File: config.mk
export PLATFORM = sky130hd
export DESIGN_NAME = calc_cmd_arbiter
export DESIGN_NICKNAME = d
export VERILOG_FILES = /design/src/rtl/calc_arb_pkg.sv /design/src/rtl/calc_rr_pick.sv /design/src/rtl/calc_cmd_arbiter.sv
export SDC_FILE = /design/constraint.sdc
export NUM_CORES = 1
export LEC_CHECK = 0
export CORE_UTILIZATION = 40
export CTS_CLUSTER_SIZE = 12
export DETAILED_ROUTE_END_ITERATION = 10
export PLACE_DENSITY = 0.79
export SYNTH_ARGS = -nofsm -noshare
export SYNTH_HDL_FRONTEND = slang
export SYNTH_SLANG_ARGS = --single-unit
File: constraint.sdc
create_clock -name Clk -period 2.12 [get_ports Clk]
set_clock_uncertainty 0.05 [all_clocks]
set_input_delay 0.424 -clock Clk [delete_from_list [all_inputs] [get_ports Clk]]
set_output_delay 0.424 -clock Clk [all_outputs]
set_load 0.005 [all_outputs]
File: src/rtl/calc_arb_pkg.sv
// Shared definitions for the calculator command arbiter.
// - Command word layout: {RW[28], Addr[27:20], Sel[19:16], InB[15:8], InA[7:0]}.
// - FSM state encoding.
// - unpackCmd: splits a raw command word into its named fields.
package calc_arb_pkg;

  localparam int unsigned CMD_W    = 29;
  localparam int unsigned RW_BIT   = 28;
  localparam int unsigned ADDR_LSB = 20;
  localparam int unsigned ADDR_W   = 8;
  localparam int unsigned SEL_LSB  = 16;
  localparam int unsigned SEL_W    = 4;
  localparam int unsigned INB_LSB  = 8;
  localparam int unsigned INB_W    = 8;
  localparam int unsigned INA_LSB  = 0;
  localparam int unsigned INA_W    = 8;

  typedef enum logic [1:0] {
    StIdle     = 2'd0,
    StIssue    = 2'd1,
    StWaitBusy = 2'd2,
    StWaitDone = 2'd3
  } arbStateT;

  typedef struct packed {
    logic              rw;
    logic [ADDR_W-1:0] addr;
    logic [SEL_W-1:0]  sel;
    logic [INB_W-1:0]  inB;
    logic [INA_W-1:0]  inA;
  } calcCmdT;

  function automatic calcCmdT unpackCmd(input logic [CMD_W-1:0] cmd);
    calcCmdT c;
    c.rw   = cmd[RW_BIT];
    c.addr = cmd[ADDR_LSB +: ADDR_W];
    c.sel  = cmd[SEL_LSB +: SEL_W];
    c.inB  = cmd[INB_LSB +: INB_W];
    c.inA  = cmd[INA_LSB +: INA_W];
    return c;
  endfunction

endpackage

File: src/rtl/calc_rr_pick.sv
// Combinational two-way round-robin pick.
// Ports:
//   Req0, Req1 : pending requests
//   LastGrant  : index of the requester served most recently
//   Grant      : index of the winner (meaningful only when Valid)
//   Valid      : at least one request is pending
module calc_rr_pick (
  input  logic Req0,
  input  logic Req1,
  input  logic LastGrant,
  output logic Grant,
  output logic Valid
);

  always_comb begin
    Valid = Req0 | Req1;
    // On contention the requester not served last time wins.
    if (Req0 && Req1) begin
      Grant = ~LastGrant;
    end else begin
      Grant = Req1;
    end
  end

endmodule

File: src/rtl/calc_cmd_arbiter.sv
// Shares the calculator's single command port between two host requesters.
// Round-robin grant, latched command fields, one-cycle ValidCmd strobe, then
// tracks CalcBusy to report Done or Err (timeout / CalcActive lost) to the owner.
// Ports:
//   Clk, Reset           : clock, synchronous active-high reset
//   Req0/Cmd0, Req1/Cmd1 : requester command interfaces
//   Ack*, Done*, Err*    : one-cycle status pulses per requester
//   Owner                : current or last granted requester
//   Calc*                : registered command fields and strobe to the calculator
//   CalcBusy, CalcActive : calculator status
module calc_cmd_arbiter
  import calc_arb_pkg::*;
#(
  parameter int unsigned BUSY_TIMEOUT = 255,
  parameter int unsigned TO_W         = 8
) (
  input  logic             Clk,
  input  logic             Reset,
  input  logic             Req0,
  input  logic [CMD_W-1:0] Cmd0,
  input  logic             Req1,
  input  logic [CMD_W-1:0] Cmd1,
  output logic             Ack0,
  output logic             Ack1,
  output logic             Done0,
  output logic             Done1,
  output logic             Err0,
  output logic             Err1,
  output logic             Owner,
  output logic [7:0]       CalcInA,
  output logic [7:0]       CalcInB,
  output logic [3:0]       CalcSel,
  output logic [7:0]       CalcAddr,
  output logic             CalcRW,
  output logic             CalcValidCmd,
  input  logic             CalcBusy,
  input  logic             CalcActive
);

  localparam logic [TO_W-1:0] TimeoutMax  = TO_W'(BUSY_TIMEOUT);
  // Last cycle allowed in a wait state: counter starts at 0 on entry.
  localparam logic [TO_W-1:0] TimeoutLast = TO_W'(BUSY_TIMEOUT - 1);

  arbStateT        stateQ, stateD;
  logic [TO_W-1:0] toCntQ;
  logic            ownerQ;
  logic            lastGrantQ;
  calcCmdT         cmdQ;
  logic            doneQ, errQ;

  logic            pickGrant, pickValid;
  logic            grantEn, finDone, finErr;
  logic            timeoutHit, waiting;

  calc_rr_pick uPick (
    .Req0      (Req0),
    .Req1      (Req1),
    .LastGrant (lastGrantQ),
    .Grant     (pickGrant),
    .Valid     (pickValid)
  );

  assign waiting    = (stateQ == StWaitBusy) || (stateQ == StWaitDone);
  assign timeoutHit = (toCntQ >= TimeoutLast);

  // State register
  always_ff @(posedge Clk) begin
    if (Reset) begin
      stateQ <= StIdle;
    end else begin
      stateQ <= stateD;
    end
  end

  // Next-state logic
  always_comb begin
    stateD  = stateQ;
    grantEn = 1'b0;
    finDone = 1'b0;
    finErr  = 1'b0;
    case (stateQ)
      StIdle: begin
        // The IDLE cycle carrying a Done/Err pulse never grants, so the next
        // strobe comes at the earliest two cycles after the pulse.
        if (CalcActive && pickValid && !(doneQ || errQ)) begin
          grantEn = 1'b1;
          stateD  = StIssue;
        end
      end
      StIssue: begin
        if (!CalcActive) begin
          finErr = 1'b1;
        end else begin
          stateD = StWaitBusy;
        end
      end
      StWaitBusy: begin
        if (!CalcActive) begin
          finErr = 1'b1;
        end else if (CalcBusy) begin
          stateD = StWaitDone;
        end else if (timeoutHit) begin
          finErr = 1'b1;
        end
      end
      StWaitDone: begin
        if (!CalcActive) begin
          finErr = 1'b1;
        end else if (!CalcBusy) begin
          finDone = 1'b1;
        end else if (timeoutHit) begin
          finErr = 1'b1;
        end
      end
      default: stateD = StIdle;
    endcase
    if (finDone || finErr) begin
      stateD = StIdle;
    end
  end

  // Timeout counter: restarts on every state change, saturates at the limit.
  always_ff @(posedge Clk) begin
    if (Reset) begin
      toCntQ <= '0;
    end else if (!waiting || (stateD != stateQ)) begin
      toCntQ <= '0;
    end else if (toCntQ < TimeoutMax) begin
      toCntQ <= toCntQ + 1'b1;
    end
  end

  // Grant bookkeeping, command latch and status pulse registers
  always_ff @(posedge Clk) begin
    if (Reset) begin
      ownerQ     <= 1'b0;
      lastGrantQ <= 1'b1;
      cmdQ       <= '0;
      doneQ      <= 1'b0;
      errQ       <= 1'b0;
    end else begin
      doneQ <= finDone;
      errQ  <= finErr;
      if (grantEn) begin
        ownerQ <= pickGrant;
        cmdQ   <= pickGrant ? unpackCmd(Cmd1) : unpackCmd(Cmd0);
      end
      if (finDone || finErr) begin
        lastGrantQ <= ownerQ;
      end
    end
  end

  // Outputs: all derived from registers; Owner is stable while pulses are shown.
  always_comb begin
    CalcValidCmd = (stateQ == StIssue);
    Ack0         = CalcValidCmd & ~ownerQ;
    Ack1         = CalcValidCmd &  ownerQ;
    Done0        = doneQ & ~ownerQ;
    Done1        = doneQ &  ownerQ;
    Err0         = errQ & ~ownerQ;
    Err1         = errQ &  ownerQ;
    Owner        = ownerQ;
    CalcInA      = cmdQ.inA;
    CalcInB      = cmdQ.inB;
    CalcSel      = cmdQ.sel;
    CalcAddr     = cmdQ.addr;
    CalcRW       = cmdQ.rw;
  end

endmodule

==> results of run 1 <==
[stage by stage]
step	setup WS [ps]	setup TNS, ps	power (mW)	hold slack, ps
4_1_cts	104.2	0	2.065	450.3
3_3_place_gp	75.73	0	1.456	434.4
5_1_grt	22.08	0	2.151	466.5
6_report	110.6	0	2.041	448.7
3_5_place_dp	-2.151	-2.151	1.467	440.3
2_1_floorplan	611.3	0	1.168	435.9
[worst max-delay path by stage]
stage	startpoint	to	slack [ps]
2_1_floorplan	toCntQ[0]	toCntQ[1]	610
3_3_place_gp	CalcActive	toCntQ[6]	80
3_5_place_dp	CalcActive	CalcAddr[5]	-2
4_1_cts	stateQ[1]	Ack1	100
5_1_grt	stateQ[1]	Ack1	20
6_report	stateQ[1]	Ack1	110
[worst max-delay path, stage by stage, from the launching register on]
cell and delay [ps]:
dfxtp_1 530, inv_1 100, and3_1 190, clkdlybuf4s50_1 440
[final cells by class]
class,instances,area (µm²)
multi-input cells,151,1100
fillers,406,1594
flip-flops and latches,43,860.8
clock inverters,1,30.03
clock buffers,6,72.57
well taps,67,83.83
inverters,3,11.26
repair buffers,106,1096
[registers in the layout, indices dropped and copies added, names as in the netlist]
| signal | cells |
|---|---|
| CalcInB | 8 |
| CalcSel | 4 |
| errQ | 1 |
| doneQ | 1 |
| CalcInA | 8 |
| CalcAddr | 8 |
| stateQ | 2 |
| lastGrantQ | 1 |
| Owner | 1 |
| CalcRW | 1 |
| toCntQ | 8 |
[metal layers]
metal	part of all wire, %	up-vias	track usage [%]
met2	51	74	34.24
li1	-	967	-
met5	0	-	0
met4	1.3	0	8.333
met3	8.1	4	5.556
met1	40	841	19.06
[synthesized netlist by cell type, types with 3 or more instances]
cell type and n:
and3_1 3, buf_2 4, xnor2_1 3, buf_6 4
nor2_1 39, inv_1 3, a21oi_1 7, a211oi_2 3
nor3_1 3, dfxtp_1 43, nor2b_1 4, mux2i_1 32
a211oi_1 28, nand2_1 3, clkbuf_1 4, buf_4 3
[power groups by stage]
stage | Sequential (mW) | Clock, mW | Combinational (mW)
detailed placement | 0.935 | 0 | 0.533
global route | 0.926 | 0.650 | 0.576
floorplan | 0.932 | 0 | 0.236
finish | 0.919 | 0.595 | 0.528
global placement | 0.933 | 0 | 0.523
CTS | 0.919 | 0.611 | 0.535
[cell families (layout without fill, tap and decap cells)]
| logic type | Yosys count | in the layout | synth area share (%) |
|---|---|---|---|
| compound gates | 48 | 48 | 18.97 |
| xor+xnor | 5 | 5 | 2.115 |
| fa+ha+maj | 2 | 2 | 1.208 |
| buf+inv | 19 | 116 | 5.679 |
| flops | 43 | 43 | 41.57 |
| mux | 32 | 32 | 15.47 |
| simple gates | 64 | 64 | 14.99 |
==> impl_metrics.csv, run 1 <==
group,metric,value,unit
cts,cts_tree,"done",
route,viasPerCell,5.003,
min_path,hold_depth,2,
power_and_ir_drop,internal_power,1.552,mW
critical_path,reg2reg_slack,370,ps
floorplan,design.die.area,5469,µm²
timing,fin_crit_sh,94.78,%
placed_design,dpl-instance-area,3152,µm²
timing,grt_setup_unrepaired,"false",
placed_design,dp_hpwl,3708,µm
logic_synthesis,synth_top_area_cell,"dfxtp_1",
final_layout,final_core_util,67.12,%
power_and_ir_drop,seqPwrFrac,45.0,%
global_route,grt_overflow,0,
critical_path,critPathKind,"reg -> out",
logic_synthesis,avgSynthCellArea,9.722,µm²
final_layout,postLayoutCellArea,3254,µm²
cts,h-tree-depth,2,
logic_synthesis,yosysWarnings,0,
timing,worst_slew_pin_slew,445.7,ps
global_route,antenna_found_initial,0,
critical_path,r2r-end,"toCntQ[6]",
final_layout,fin_cells,377,
power_and_ir_drop,powerDensity,627.2,nW/µm²
placed_design,place_congestion,0.8087,
power_and_ir_drop,power_leakage,1.170,nW
floorplan,die_w,73.95,µm
timing,max-slew-margin-rel,70.29,%
final_layout,area_growth,57.16,%
route,num_vias,1886,
logic_synthesis,yosysTopAreaCellShare,41.57,%
power_and_ir_drop,p_clk_share,29.1,%
critical_path,reg2reg_from,"toCntQ[0]",
timing,finalHoldViolCount,0,
run,drv_cap,0,
logic_synthesis,ys_seq_area_share,41.57,%
global_route,grt_pass1_wl,7672,µm
power_and_ir_drop,ir_drop,0.3369,mV
timing,setup_viol,0,
final_layout,n_antenna_cell,0,
critical_path,cp.required,1650,ps
cts,post_cts_resized,0,
global_route,grt_pass1_vias,1809,
cts,numCtsBuffers,5,
final_layout,layout_commonest_cell,"clkdlybuf4s50_1",
floorplan,row_count,25,
critical_path,rr_worst_depth,6,
route,drc,0,
min_path,hold_path.class,"reg -> reg",
timing,report.final.slew_viol_count,0,
final_layout,final_cell_mix,"clkdlybuf4s50_1 (100), dfxtp_1 (43), nor2_1 (39)",
logic_synthesis,ys_seq_elements,43,
timing,period_needed,2009,ps
min_path,hold_start,"CalcSel[0]",
logic_synthesis,synth_cells,213,
floorplan,die_y,73.95,µm
logic_synthesis,synth-main-ff-cell,"dfxtp_1",
route,first_pass_iters,4,
timing,clock.fmax,497.7,MHz
power_and_ir_drop,p_sw,0.4887,mW
route,wl_per_cell,12.81,µm
power_and_ir_drop,p_comb_share,25.9,%
route,drt_iter0_markers,85,
placed_design,portBuffers,100,
outcome,run_status,"finished, final reports clean",
power_and_ir_drop,switching_share,23.94,%
logic_synthesis,synthesis.nets,279,
cts,post-cts-setup-buffers,0,
cts,cts.sink_count,43,
cts,path_clk_slew,70,ps
route,ant_nets,0,
floorplan,pin_count,101,
floorplan,initial_core_util,42.71,%
logic_synthesis,ys_types,38,
final_layout,layout-drive-gt1-share,8.387,%
global_route,grt_usage,18.48,%
critical_path,cp-start-kind,"register",
placed_design,dpl.cell_count,370,
route,routed_wl,4830,µm
cts,insertion_delay,280,ps
final_layout,nets,376,
global_route,grt_max_degree,36,
logic_synthesis,synth_edf_count,0,
cts,cts-root-buf,"clkbuf_8",
critical_path,cp.arrival,1540,ps
cts,hold_buffers,0,
critical_path,setup.worst_path.end_class,"output port",
min_path,worstHoldEndpoint,"CalcSel[0]",
floorplan,core_area,4848,µm²
cts,cts_buffer_depth,2,
logic_synthesis,async_flop_share,0,%
logic_synthesis,synthesis.area,2071,µm²
logic_synthesis,synthTopCellsByArea,"dfxtp_1 (42%), mux2i_1 (15%), a211oi_1 (10%), nor2_1 (7.1%), buf_6 (2.2%)",
critical_path,crit_path_max_fanout,10,
No activity file was read; power rests on OpenSTA's default activity.
==> inputs of run 2 (changes only) <==
- CAP_MARGIN: not set -> 20
- HOLD_SLACK_MARGIN: not set -> 0.15
==> results of run 2 <==
The final DEF is identical to that of run 1; final timing and power are the same.
